$ cat src/rtl/bcd_gray_stimulus_sequencer.sv
// Back-pressurable stimulus source for the BCD<->Gray converter: one sweep of BCD digits, then their Gray codes.
// Optional feature macro: SWEEP_CNT_EN adds the sweep_count[7:0] completed-sweep counter port.
module bcd_gray_stimulus_sequencer #(
  parameter int unsigned DIGIT_MAX  = 9,
  parameter int unsigned GAP_CYCLES = 0
) (
  input  logic       clk,
  input  logic       rst,
  input  logic       start,
  input  logic       abort,
  input  logic       out_ready,
  output logic       out_valid,
  output logic [3:0] bcd,
  output logic [3:0] gray,
  output logic       mode,
  output logic       busy,
  output logic       done
`ifdef SWEEP_CNT_EN
  ,
  output logic [7:0] sweep_count
`endif
);

  localparam int unsigned DW = 4;
  localparam int unsigned CW = 8;
  localparam logic [DW-1:0] DMAX     = DW'(DIGIT_MAX);
  localparam logic [DW-1:0] GAP_LAST = DW'(GAP_CYCLES - 1);
  localparam bit            HAS_GAP  = (GAP_CYCLES != 0);

  typedef enum logic [2:0] {
    S_IDLE,
    S_RUN_BCD,
    S_RUN_GRAY,
    S_GAP,
    S_DONE
  } state_e;

  state_e        state_q, state_d;
  logic [DW-1:0] digit_q, digit_d;
  logic [DW-1:0] gap_q, gap_d;
  logic [DW-1:0] bcd_q, bcd_d;
  logic [DW-1:0] gray_q, gray_d;
  logic          valid_q, valid_d;
  logic          mode_q, mode_d;
  logic          busy_q, busy_d;
  logic          done_q, done_d;
  logic          xfer;
  logic [DW-1:0] nxt_digit;
  logic          nxt_mode;

  assign xfer = valid_q & out_ready;

  // Next-state and registered-output computation
  always_comb begin
    state_d   = state_q;
    digit_d   = digit_q;
    gap_d     = gap_q;
    bcd_d     = bcd_q;
    gray_d    = gray_q;
    valid_d   = valid_q;
    mode_d    = mode_q;
    busy_d    = busy_q;
    done_d    = 1'b0;
    nxt_digit = digit_q + 4'd1;
    nxt_mode  = mode_q;
    // Last BCD digit rolls the sweep over into the Gray phase at digit 0
    if ((state_q == S_RUN_BCD) && (digit_q == DMAX)) begin
      nxt_digit = '0;
      nxt_mode  = 1'b1;
    end

    case (state_q)
      S_IDLE: begin
        if (start && !abort) begin
          state_d = S_RUN_BCD;
          digit_d = '0;
          bcd_d   = '0;
          gray_d  = '0;
          mode_d  = 1'b0;
          valid_d = 1'b1;
          busy_d  = 1'b1;
        end
      end
      S_RUN_BCD, S_RUN_GRAY: begin
        if (xfer) begin
          if ((state_q == S_RUN_GRAY) && (digit_q == DMAX)) begin
            state_d = S_DONE;
            valid_d = 1'b0;
            done_d  = 1'b1;
            bcd_d   = '0;
            gray_d  = '0;
            mode_d  = 1'b0;
            digit_d = '0;
          end else begin
            digit_d = nxt_digit;
            mode_d  = nxt_mode;
            bcd_d   = nxt_mode ? '0 : nxt_digit;
            gray_d  = nxt_mode ? (nxt_digit ^ (nxt_digit >> 1)) : '0;
            valid_d = !HAS_GAP;
            gap_d   = GAP_LAST;
            state_d = HAS_GAP ? S_GAP : (nxt_mode ? S_RUN_GRAY : S_RUN_BCD);
          end
        end
      end
      // Next item is already loaded; only valid is withheld
      S_GAP: begin
        if (gap_q == '0) begin
          valid_d = 1'b1;
          state_d = mode_q ? S_RUN_GRAY : S_RUN_BCD;
        end else begin
          gap_d = gap_q - 4'd1;
        end
      end
      S_DONE: begin
        state_d = S_IDLE;
        busy_d  = 1'b0;
      end
      default: begin
        state_d = S_IDLE;
        valid_d = 1'b0;
        busy_d  = 1'b0;
      end
    endcase

    if (abort && (state_q != S_IDLE)) begin
      state_d = S_IDLE;
      digit_d = '0;
      gap_d   = '0;
      bcd_d   = '0;
      gray_d  = '0;
      mode_d  = 1'b0;
      valid_d = 1'b0;
      busy_d  = 1'b0;
      done_d  = 1'b0;
    end
  end

  // State and output registers
  always_ff @(posedge clk) begin
    if (rst) begin
      state_q <= S_IDLE;
      digit_q <= '0;
      gap_q   <= '0;
      bcd_q   <= '0;
      gray_q  <= '0;
      valid_q <= 1'b0;
      mode_q  <= 1'b0;
      busy_q  <= 1'b0;
      done_q  <= 1'b0;
    end else begin
      state_q <= state_d;
      digit_q <= digit_d;
      gap_q   <= gap_d;
      bcd_q   <= bcd_d;
      gray_q  <= gray_d;
      valid_q <= valid_d;
      mode_q  <= mode_d;
      busy_q  <= busy_d;
      done_q  <= done_d;
    end
  end

  assign out_valid = valid_q;
  assign bcd       = bcd_q;
  assign gray      = gray_q;
  assign mode      = mode_q;
  assign busy      = busy_q;
  assign done      = done_q;

`ifdef SWEEP_CNT_EN
  logic [CW-1:0] sweep_cnt_q;

  // Counts only sweeps that reach DONE; aborted sweeps never get there
  always_ff @(posedge clk) begin
    if (rst) begin
      sweep_cnt_q <= '0;
    end else if (state_q == S_DONE) begin
      sweep_cnt_q <= sweep_cnt_q + 8'd1;
    end
  end

  assign sweep_count = sweep_cnt_q;
`endif

endmodule

$ cat config.mk
export PLATFORM = sky130hd
export DESIGN_NAME = bcd_gray_stimulus_sequencer
export DESIGN_NICKNAME = d
export VERILOG_FILES = /design/src/rtl/bcd_gray_stimulus_sequencer.sv
export SDC_FILE = /design/constraint.sdc
export NUM_CORES = 1
export LEC_CHECK = 0
export ABC_AREA = 1
export BUFFER_PORTS_ARGS = -buffer_cell sky130_fd_sc_hd__buf_2
export CORE_ASPECT_RATIO = 1.25
export CORE_MARGIN = 3
export CORE_UTILIZATION = 25
export CTS_CLUSTER_DIAMETER = 150
export CTS_CLUSTER_SIZE = 28
export DETAILED_ROUTE_END_ITERATION = 10
export GPL_TIMING_DRIVEN = 0
export MAX_ROUTING_LAYER = met4
export SLEW_MARGIN = 25
export SYNTH_ARGS = -nofsm -noshare
export SYNTH_HDL_FRONTEND = slang
export SYNTH_SLANG_ARGS = --single-unit
$ cat constraint.sdc
create_clock -name clk -period 3.1 [get_ports clk]
set_input_delay 0.31 -clock clk [delete_from_list [all_inputs] [get_ports clk]]
set_output_delay 0.31 -clock clk [all_outputs]
set_load 0.05 [all_outputs]
==> results of run 1 <==
## per-stage QoR
step / utilization / hold WS, ns / setup WS, ns
floorplan: - / 0.454 / 1.68
global route: 0.303 / 0.351 / 1.28
global placement: 0.293 / 0.453 / 1.55
finish: 0.303 / 0.333 / 1.52
detailed placement: 0.293 / 0.452 / 1.52
CTS: 0.303 / 0.332 / 1.49
## power by group
part / total, W / switching (W) / internal, W
Sequential: 0.000349 / 0.0000246 / 0.000325
Combinational: 0.000283 / 0.000190 / 0.0000930
Clock: 0.000188 / 0.0000986 / 0.0000898
Total: 0.000821 / 0.000313 / 0.000508
## flip-flops by register name, indices dropped and copies added, names as in the netlist
register	count
bcd	4
busy	1
digit_q	4
done	1
gap_q	4
gray	4
mode	1
out_valid	1
state_q	3
## cell usage after synthesis
cell type                 number  area, um2
sky130_fd_sc_hd__nand3_1      12       60.1
sky130_fd_sc_hd__nor2_1       27        101
sky130_fd_sc_hd__o21ai_0       5       25.0
sky130_fd_sc_hd__a21oi_1      19       95.1
sky130_fd_sc_hd__inv_1        19       71.3
sky130_fd_sc_hd__nand3_2       1       10.0
sky130_fd_sc_hd__nand4_1       2       12.5
sky130_fd_sc_hd__nand2_2       1       6.26
sky130_fd_sc_hd__ha_1          3       37.5
sky130_fd_sc_hd__nor3_1        1       5.00
sky130_fd_sc_hd__buf_2         1       5.00
sky130_fd_sc_hd__nor2_4        1       11.3
sky130_fd_sc_hd__buf_6         2       22.5
sky130_fd_sc_hd__nor2_2        3       18.8
sky130_fd_sc_hd__or2_2         1       6.26
sky130_fd_sc_hd__xnor2_1       1       8.76
sky130_fd_sc_hd__nand2_1      73        274
sky130_fd_sc_hd__inv_2         3       11.3
sky130_fd_sc_hd__dfxtp_1      23        460
## metal layers
layer | vias to the layer above | GRT usage | wire length [um]
met1 | 536 | 0.115 | 1260
met4 | 0 | 0.0337 | 47
met5 | - | - | 0
met2 | 21 | 0.175 | 1250
li1 | 656 | - | -
met3 | 4 | 0.0284 | 117
## cells by family after synthesis
logic type                 synth area share
AOI/OAI and AO/OA                    0.0967
xor gates and xnor gates            0.00705
adders and majority gates            0.0302
buffers and inverters                0.0886
DFF                                   0.371
and+or+nand+nor                       0.407
## final timing paths
| path | from | end | slack, ns |
|---|---|---|---|
| worst max register to register | digit_q[0] | gray[1] | 1.52 |
| worst min register to register | bcd[2] | bcd[2] | 0.46 |
| worst min-delay path | rst | out_valid | 0.33 |
| worst max-delay path | digit_q[0] | gray[1] | 1.52 |
## worst min-delay path, stage by stage
cell and delay, ns:
sky130_fd_sc_hd__buf_2 0.10, sky130_fd_sc_hd__nor2_4 0.06, sky130_fd_sc_hd__nand2_1 0.06, sky130_fd_sc_hd__a21oi_1 0.03
## area by class of cell
class	instances	area [um2]	area share
clock buffers	3	41.3	0.0286
repair buffers	16	80.1	0.0555
clock inverters	1	5.00	0.00347
flip-flops and latches	23	460	0.319
multi-input cells	150	672	0.465
plain buffers	3	27.5	0.0191
inverters	22	82.6	0.0572
well taps	60	75.1	0.0520
==> flow_summary.rst, run 1 <==
.. list-table::
   :header-rows: 1

   * - Metric
     - Value
   * - Net count reported at finish
     - ~230
   * - Postcts setup bufs
     - 0
   * - Cells after synthesis
     - 198
   * - Total GRT Usage
     - 0.102
   * - Non-filler cells in the finished layout
     - ~280
   * - Maximum ir drop on the vdd rail
     - 0.000271 V
   * - Post-layout power
     - 0.000821 W
   * - Clock insertion delay at the later pin of the skew report
     - 0.27 ns
   * - Worst clock skew
     - around 0.0022 ns
   * - Area growth from synthesis to layout
     - 16.2%
   * - FP Rows
     - 28
   * - DRT antenna net count
     - 0
   * - Series of cell instances along the critical path
     - ha_1 -> nand2_1 -> nor2_1 -> nand2_1 -> nand2_1 -> nand2_1 -> nor2_2 -> nand2_1 -> a21oi_1
   * - Hold Vio Cnt, Final
     - 0
   * - Maximum clock frequency
     - between 600 and 700 MHz
   * - Resized cells post-CTS
     - 0
   * - Die width
     - 69.1 um
   * - Maximum Capacitance Violations
     - 0
   * - Root buffer cell
     - sky130_fd_sc_hd__clkbuf_8
   * - Finished Cell Area
     - 1440 um2
   * - Initial core utilization
     - 0.261
   * - Avg Cell Area, Syn
     - 6.27 um2
   * - Vias after detailed routing
     - between 1,000 and 1,500
   * - PortBufs
     - 16
   * - Number of synthesized register bits
     - 23
   * - Clock sink total
     - 23
   * - CTS Hold Buffers Added
     - 0
   * - Setup TNS Final
     - 0 ns
   * - DRC marker count from the first detailed-route iteration
     - 30
   * - Worst Reg-to-Reg Cells
     - 9
   * - Floorplan Core Area
     - 4760 um2
   * - Worst hold path class
     - input port to flop
   * - Initial DRT Pass Iterations
     - 4
   * - First-pass GRT wire length
     - 4870 um
   * - Final Slew Violations
     - 0
   * - Antenna violations before repair
     - 0
   * - Unrepaired setup endpoints after global routing
     - no
   * - Top Family by Delay on Critical Path
     - simple AND/OR/NAND/NOR gates
   * - Max H-tree Level
     - 1
   * - Clock tree from TritonCTS
     - done
   * - Average wire per standard cell
     - 9.62 um
   * - Register clock-pin slew on the reported worst setup and hold paths
     - approximately 0.08 ns
   * - Area after DPL
     - 1400 um2
   * - CP bufs+invs
     - 0
   * - Share of post-route cells with drive strength above 1
     - 0.151
   * - Static leakage power
     - 0.678 nW
   * - Data arrival time of the worst path
     - 1.78 ns
   * - Post-detailed-route via-to-cell ratio
     - between 4 and 5
   * - Fill cell instance count of the final layout
     - roughly 570
   * - Yosys warnings
     - 0
   * - Crit path max-delay cell type
     - sky130_fd_sc_hd__dfxtp_1
   * - Congestion Overflow GR
     - 0
   * - Critical path depth
     - 9
   * - Number of top-level design ports
     - 17
   * - Shortest clock period the worst path allows after layout
     - 1.58 ns
   * - Vertical extent of the die
     - 84.8 um
   * - Post-synth design cell area
     - around 1200 um2
   * - Status
     - finished, final reports clean
   * - Cts bufs inserted
     - 3
   * - Worst setup EP type
     - flop
   * - Worst Max-Slew Pin Slew
     - ~0.36 ns
   * - Data required time at the worst endpoint
     - 3.30 ns
   * - Most common cell after layout, fill and taps aside
     - sky130_fd_sc_hd__nand2_1
   * - Setup-violating endpoint count in the final report
     - 0
   * - Number of cells traversed by the worst hold path
     - 4
   * - Nets in the synthesized netlist
     - 206
   * - Crit Path Category
     - flop to flop
   * - Clk buf depth
     - 2
   * - Commonest cells after routing, fill and taps aside
     - sky130_fd_sc_hd__nand2_1, sky130_fd_sc_hd__nor2_1, sky130_fd_sc_hd__dfxtp_1
   * - Die Area
     - between 5000 and 6000 um2
   * - Post-synthesis sequential area ratio
     - 0.371
   * - Routed WL
     - 2670 um
   * - Maximum number of pins on one net before global-route repair
     - 14
   * - GPL Wtd Cong
     - 0.830
   * - Estimated wirelength of the detail-placed design
     - 2090 um
   * - Number of global-route vias before repair
     - 1,128
   * - Power density normalized to cell area
     - about 570 nW/um2
   * - Tightest slew margin relative to the limit
     - 0.756
   * - Synth unique cells
     - 19
   * - Inst Count DP
     - 274
   * - Longest individual stage delay on the worst path
     - 0.47 ns
   * - Most used cell along the critical path
     - sky130_fd_sc_hd__nand2_1
   * - Final period utilization
     - 0.510
   * - Number of antenna repair diodes
     - 0
   * - DRC errors left
     - 0
   * - Critical Path Start Type
     - flop
   * - Maximum fanout along the worst path
     - 7
(Power assumes the default switching activity.)
==> run 2: changes to the inputs <==
==> constraint.sdc (replaced) <==
create_clock -name clk -period 1.4 [get_ports clk]
set_input_delay 0.14 -clock clk [delete_from_list [all_inputs] [get_ports clk]]
set_output_delay 0.14 -clock clk [all_outputs]
set_load 0.05 [all_outputs]
==> flow_summary.rst, run 2 (same netlist as run 1, synthesis figures left out) <==
.. list-table::
   :header-rows: 1

   * - Metric
     - Value
   * - Status
     - finished, final reports clean
   * - Final Slew Violations
     - 0 (unchanged)
   * - Maximum number of pins on one net before global-route repair
     - 14 (unchanged)
   * - Non-filler cells in the finished layout
     - 288 (+3.6%)
   * - Shortest clock period the worst path allows after layout
     - 1.36 ns (-0.224 ns)
   * - Area growth from synthesis to layout
     - 41.7%
   * - Post-layout power
     - 0.00206 W (+150%)
   * - Post-detailed-route via-to-cell ratio
     - 4.64 (+5.9%)
   * - Average wire per standard cell
     - 11.2 um (+16%)
   * - Total GRT Usage
     - 0.108 (+0.00581)
   * - Maximum ir drop on the vdd rail
     - 0.000667 V (+150%)
   * - Worst setup EP type
     - flop
   * - Critical Path Start Type
     - flop
   * - DRT antenna net count
     - 0 (unchanged)
   * - Hold Vio Cnt, Final
     - 0 (unchanged)
   * - Die width
     - 69.1 um (unchanged)
   * - Worst clock skew
     - 0.00422 ns (+0.00205 ns)
   * - Data arrival time of the worst path
     - 1.57 ns (-0.21 ns)
   * - Commonest cells after routing, fill and taps aside
     - sky130_fd_sc_hd__nand2_1, sky130_fd_sc_hd__buf_2, sky130_fd_sc_hd__nor2_1, sky130_fd_sc_hd__dfxtp_1
   * - Clock tree from TritonCTS
     - done
   * - Number of antenna repair diodes
     - 0 (unchanged)
   * - Clock sink total
     - 23 (unchanged)
   * - Routed WL
     - 3220 um (+20%)
   * - Power density normalized to cell area
     - 1170 nW/um2 (+110%)
   * - Clk buf depth
     - 2 (unchanged)
   * - PortBufs
     - 16 (unchanged)
   * - Cts bufs inserted
     - 3 (unchanged)
   * - Area after DPL
     - 1400 um2 (about the same)
   * - Worst Max-Slew Pin Slew
     - 0.274 ns (-0.0895 ns)
   * - GPL Wtd Cong
     - 0.857 (+3.2%)
   * - Most common cell after layout, fill and taps aside
     - sky130_fd_sc_hd__nand2_1
   * - Number of top-level design ports
     - 17 (unchanged)
   * - DRC marker count from the first detailed-route iteration
     - 47 (+57%)
   * - Static leakage power
     - 0.764 nW (+13%)
   * - Fill cell instance count of the final layout
     - 505 (-11%)
   * - Tightest slew margin relative to the limit
     - 0.817 (+0.0612)
   * - Vias after detailed routing
     - 1,335 (+9.7%)
   * - Final Util
     - 0.369 (+0.0664)
   * - Final period utilization
     - 0.969 (+0.459)
   * - Initial DRT Pass Iterations
     - 4 (unchanged)
   * - Clock insertion delay at the later pin of the skew report
     - 0.27 ns (about the same)
   * - Share of post-route cells with drive strength above 1
     - 0.417 (+0.265)
   * - FP Rows
     - 28 (unchanged)
   * - Crit Path Category
     - flop to flop
   * - Initial core utilization
     - 0.261 (unchanged)
   * - Maximum fanout along the worst path
     - 4 (-3)
   * - Data required time at the worst endpoint
     - 1.62 ns (-1.68 ns)
   * - Floorplan Core Area
     - 4760 um2 (unchanged)
   * - Maximum clock frequency
     - 737 MHz (+16%)
   * - Die Area
     - 5860 um2 (unchanged)
   * - Congestion Overflow GR
     - 0 (unchanged)
   * - Number of global-route vias before repair
     - 1,159 (+2.7%)
   * - DRC errors left
     - 0 (unchanged)
   * - Setup-violating endpoint count in the final report
     - 0 (unchanged)
   * - Root buffer cell
     - sky130_fd_sc_hd__clkbuf_8
   * - Worst hold slack across all endpoints
     - 0.183 ns (-0.150 ns)
   * - Register clock-pin slew on the reported worst setup and hold paths
     - 0.09 ns (about the same)
   * - Finished Cell Area
     - 1760 um2 (+22%)
   * - Worst hold path class
     - input port to flop
   * - Estimated wirelength of the detail-placed design
     - 2130 um (+1.7%)
   * - Max H-tree Level
     - 1 (unchanged)
   * - Unrepaired setup endpoints after global routing
     - yes
   * - First-pass GRT wire length
     - 4990 um (+2.4%)
   * - Vertical extent of the die
     - 84.8 um (unchanged)
   * - Setup slack of the worst register-to-register path
     - 0.04 ns (-1.48 ns)
   * - Antenna violations before repair
     - 0 (unchanged)
   * - Maximum Capacitance Violations
     - 0 (unchanged)
   * - Inst Count DP
     - 274 (unchanged)
   * - Net count reported at finish
     - 237 (+4.4%)
[run 2: changes by cell type in the layout (fill, tap and decap cells not counted), moves of 4 or more]
cell,change
sky130_fd_sc_hd__buf_4,+10
sky130_fd_sc_hd__dfxtp_4,+4
sky130_fd_sc_hd__dfxtp_1,-8
sky130_fd_sc_hd__a21oi_1,-5
sky130_fd_sc_hd__inv_2,+4
sky130_fd_sc_hd__nor2_2,+4
sky130_fd_sc_hd__nor2_4,+8
sky130_fd_sc_hd__nand2_1,-14
sky130_fd_sc_hd__a21oi_2,+5
sky130_fd_sc_hd__nor2_1,-12
sky130_fd_sc_hd__inv_1,-6
sky130_fd_sc_hd__dfxtp_2,+4
sky130_fd_sc_hd__nand2_2,+13
[run 2: area by class of cell]
cell class	instances	area (um2)	share of cell area
Buffer	3	33.8	0.0192
Clock buffer	3	41.3	0.0235
Clock inverter	1	5.00	0.00284
Inverter	22	90.1	0.0512
Multi-Input combinational cell	150	880	0.500
Sequential cell	23	480	0.273
Tap cell	60	75.1	0.0426
Timing Repair Buffer	26	155	0.0881
[run 2: timing repair]
| item | 4_1_cts | 5_1_grt |
|---|---|---|
| pin swaps | 6 | 24 |
| gates resized for setup | 21 | 55 |
| hold buffers | 0 | 0 |
| endpoints found under the setup margin | 22 | 22 |
| endpoints found under the hold margin | 0 | 0 |
| buffers inserted | 7 | 3 |
[run 2: path summary, 6_finish.rpt]
kind              start          to  cells after the start
max          digit_q[1]      bcd[2]                      8
min                 rst  state_q[1]                      4
max reg2reg  digit_q[1]      bcd[2]                      8
min reg2reg     gray[0]     gray[0]                      2
[run 2: metrics by stage]
step | TNS, ns | setup slack [ns]
floorplan | 0 | 0.0620
global placement | -2.11 | -0.159
detailed placement | -2.65 | -0.182
CTS | 0 | 0.00298
global route | -0.562 | -0.0726
finish | 0 | 0.0436
[run 2: layer usage]
metal  vias to the layer above  global-route usage  wire, um
met5                         -                   -         0
met4                         0              0.0444        61
met3                         9              0.0296       143
met2                        35               0.184      1640
met1                       610               0.119      1370
li1                        681                   -         -
[run 2: critical path, stage by stage, from the launching register on]
cell,delay (ns)
sky130_fd_sc_hd__dfxtp_2,0.34
sky130_fd_sc_hd__buf_4,0.15
sky130_fd_sc_hd__ha_4,0.17
sky130_fd_sc_hd__xnor2_4,0.16
sky130_fd_sc_hd__inv_1,0.06
sky130_fd_sc_hd__nand2_1,0.06
sky130_fd_sc_hd__nor2_2,0.14
sky130_fd_sc_hd__nand3_2,0.10
sky130_fd_sc_hd__a21oi_2,0.12
[run 2: where the power goes]
group | switching [W] | total (W) | internal [W]
sequential | 0.0000725 | 0.000797 | 0.000724
combinational | 0.000522 | 0.000833 | 0.000312
clock | 0.000230 | 0.000429 | 0.000199
total | 0.000824 | 0.00206 | 0.00124
==> run 3: changes to the inputs <==
--- a/config.mk
+++ b/config.mk
@@ -9,12 +9,13 @@
 export BUFFER_PORTS_ARGS = -buffer_cell sky130_fd_sc_hd__buf_2
 export CORE_ASPECT_RATIO = 1.25
 export CORE_MARGIN = 3
-export CORE_UTILIZATION = 25
+export CORE_UTILIZATION = 50
 export CTS_CLUSTER_DIAMETER = 150
 export CTS_CLUSTER_SIZE = 28
 export DETAILED_ROUTE_END_ITERATION = 10
 export GPL_TIMING_DRIVEN = 0
 export MAX_ROUTING_LAYER = met4
+export PLACE_DENSITY = 0.74
 export SLEW_MARGIN = 25
 export SYNTH_ARGS = -nofsm -noshare
 export SYNTH_HDL_FRONTEND = slang
==> flow_summary.rst, run 3 (same netlist as run 1, synthesis figures left out) <==
.. list-table::
   :header-rows: 1

   * - Metric
     - Value
   * - Maximum ir drop on the vdd rail
     - 0.000806 V (+21%)
   * - Combinational cell fraction of total power
     - 0.427 (+0.022)
   * - PortBufs
     - 16 (unchanged)
   * - Clock tree from TritonCTS
     - done
   * - Crit Path Category
     - flop to flop
   * - Estimated wirelength of the detail-placed design
     - 2140 um (+0.59%)
   * - Clock sink total
     - 23 (unchanged)
   * - Post-detailed-route via-to-cell ratio
     - 5.15 (+11%)
   * - Clock power share
     - 0.162 (-0.046)
   * - Final period utilization
     - 1.04 (+0.0701)
   * - Maximum Capacitance Violations
     - 0 (unchanged)
   * - Area growth from synthesis to layout
     - 34.2%
   * - Worst setup EP type
     - flop
   * - Net count reported at finish
     - 238 (+0.42%)
   * - Congestion Overflow GR
     - 0 (unchanged)
   * - Post-layout power
     - 0.00194 W (-5.9%)
   * - FP Rows
     - 19 (-32%)
   * - Number of top-level design ports
     - 17 (unchanged)
   * - Data required time at the worst endpoint
     - 1.66 ns (+0.04 ns)
   * - DRC marker count from the first detailed-route iteration
     - 32 (-32%)
   * - Grt peak-use layer
     - met2
   * - Number of antenna repair diodes
     - 0 (unchanged)
   * - DRT antenna net count
     - 0 (unchanged)
   * - Cts bufs inserted
     - 3 (unchanged)
   * - Worst hold path class
     - input port to flop
   * - Die Area
     - 3120 um2 (-47%)
   * - Commonest cells after routing, fill and taps aside
     - sky130_fd_sc_hd__nand2_1, sky130_fd_sc_hd__buf_2, sky130_fd_sc_hd__nand2_2, sky130_fd_sc_hd__nor2_1
   * - Critical Path Start Type
     - flop
   * - Switching power
     - 0.000800 W (-2.9%)
   * - Final Slew Violations
     - 0 (unchanged)
   * - Met2 usage
     - 0.409 (+0.225)
   * - Shortest clock period the worst path allows after layout
     - 1.45 ns (+0.0982 ns)
   * - Series of cell instances along the critical path
     - inv_2 -> ha_4 -> nand2_4 -> nor2_4 -> nand2_2 -> nand2_1 -> nand2_2 -> nor2_4 -> nand2_1 -> a21oi_1
   * - Register clock-pin slew on the reported worst setup and hold paths
     - 0.13 ns (+0.04 ns)
   * - Setup-violating endpoint count in the final report
     - 4 (+4)
   * - Initial DRT Pass Iterations
     - 4 (unchanged)
   * - Vias after detailed routing
     - 1,340 (+0.37%)
   * - First-pass GRT wire length
     - 4710 um (-5.5%)
   * - Switching share of total power
     - 0.413 (+0.0129)
   * - Routed WL
     - 3250 um (+1.0%)
   * - Most common cell after layout, fill and taps aside
     - sky130_fd_sc_hd__nand2_1
   * - Hold Vio Cnt, Final
     - 0 (unchanged)
   * - Tightest slew margin relative to the limit
     - 0.797 (-0.0204)
   * - Floorplan Core Area
     - 2280 um2 (-52%)
   * - Power density normalized to cell area
     - 1160 nW/um2 (-0.72%)
   * - Root buffer cell
     - sky130_fd_sc_hd__clkbuf_4
   * - Sequential fraction of design power
     - 0.411 (+0.024)
   * - Static leakage power
     - 0.761 nW (-0.43%)
   * - Worst setup margin
     - -0.0546 ns (-0.0982 ns)
   * - Maximum number of pins on one net before global-route repair
     - 14 (unchanged)
   * - Status
     - complete, but fails checks
   * - Total GRT Usage
     - 0.206 (+0.0978)
   * - Number of global-route vias before repair
     - 1,198 (+3.4%)
   * - CTS Hold Buffers Added
     - 0 (unchanged)
   * - Final Util
     - 0.731 (+0.361)
   * - Worst clock skew
     - 0.00654 ns (+0.00233 ns)
   * - Die width
     - 50.6 um (-27%)
   * - Fill cell instance count of the final layout
     - 190 (-62%)
   * - Unrepaired setup endpoints after global routing
     - yes
   * - Data arrival time of the worst path
     - 1.72 ns (+0.15 ns)
   * - Internal power component
     - 0.00114 W (-8.0%)
   * - Violated checks
     - setup timing
   * - Met3 routing resource usage after global routing
     - 0.0334 (+0.00379)
   * - Maximum clock frequency
     - 687 MHz (-6.8%)
   * - Worst Max-Slew Pin Slew
     - 0.303 ns (+0.0288 ns)
   * - Share of post-route cells with drive strength above 1
     - 0.419 (+0.00255)
   * - GPL Wtd Cong
     - 0.947 (+10%)
   * - Clock insertion delay at the later pin of the skew report
     - 0.32 ns (+0.05 ns)
   * - Longest individual stage delay on the worst path
     - 0.38 ns (+0.04 ns)
   * - Initial core utilization
     - 0.544 (+0.284)
   * - Antenna violations before repair
     - 0 (unchanged)
   * - Max H-tree Level
     - 1 (unchanged)
   * - Setup TNS Final
     - -0.180 ns (-0.180 ns)
   * - DRC errors left
     - 0 (unchanged)
   * - Maximum fanout along the worst path
     - 5 (+1)
   * - Clk buf depth
     - 2 (unchanged)
   * - Average wire per standard cell
     - 12.5 um (+12%)
   * - Global-route met1 utilization
     - 0.187 (+0.0683)
   * - Crit path max-delay cell type
     - sky130_fd_sc_hd__dfxtp_4
   * - Vertical extent of the die
     - 61.7 um (-27%)
run 3: cell types whose count changed in the layout (fill, tap and decap cells not counted), sizes merged:
cell / before / now
buf: 29 / 30
run 3: path summary, 6_finish.rpt:
| kind | startpoint | to | slack [ns] | cells past startpoint |
|---|---|---|---|---|
| setup reg to reg | digit_q[1] | gray[1] | -0.05 | 10 |
| setup / recovery | digit_q[1] | gray[1] | -0.05 | 10 |
| hold reg to reg | gray[1] | gray[1] | 0.47 | 2 |
| hold / removal | abort | busy | 0.14 | 4 |
run 3: power groups by stage:
stage | Clock, W | Combinational, W | Sequential, W
CTS | 0.000318 | 0.000692 | 0.000782
floorplan | 0 | 0.000432 | 0.000859
global placement | 0 | 0.000617 | 0.000785
detailed placement | 0 | 0.000634 | 0.000789
global route | 0.000341 | 0.000917 | 0.000804
finish | 0.000313 | 0.000827 | 0.000797
run 3: worst max-delay path: cells and delay by family, from the launching register on:
| kind | cells | cell delay [ns] |
|---|---|---|
| and+or+nand+nor | 7 | 0.68 |
| DFF | 1 | 0.38 |
| adders and majority gates | 1 | 0.15 |
| AOI/OAI and AO/OA | 1 | 0.13 |
| buffers and inverters | 1 | 0.07 |
run 3: timing repair:
action                                  4_1_cts  5_1_grt
hold endpoints to repair                      0        0
setup buffers                                 4        7
endpoints found under the setup margin       23       23
pin swaps                                     4       16
resized for setup                            25       46
run 3: final cells by class:
type / count / area (um2) / share of cell area
Buffer: 3 / 33.8 / 0.0203
Multi-Input combinational cell: 150 / 831 / 0.498
Tap cell: 31 / 38.8 / 0.0233
Sequential cell: 23 / 484 / 0.290
Timing Repair Buffer: 27 / 163 / 0.0975
Clock inverter: 1 / 5.00 / 0.00300
Clock buffer: 3 / 22.5 / 0.0135
Inverter: 22 / 90.1 / 0.0540
run 3: metrics by stage:
step / hold WS (ns) / area, um2 / instances / setup WS (ns)
global placement: 0.438 / 1360 / 245 / -0.0981
finish: 0.144 / 1670 / 260 / -0.0546
CTS: 0.140 / 1480 / 253 / -0.0308
floorplan: 0.297 / 1240 / 198 / 0.0620
global route: 0.162 / 1670 / 260 / -0.128
detailed placement: 0.454 / 1360 / 245 / -0.137
run 3: routing by layer:
metal	routed length (um)	up-vias
met4	73	0
met2	1790	37
met1	1300	608
met3	90	10
li1	-	685
met5	0	-
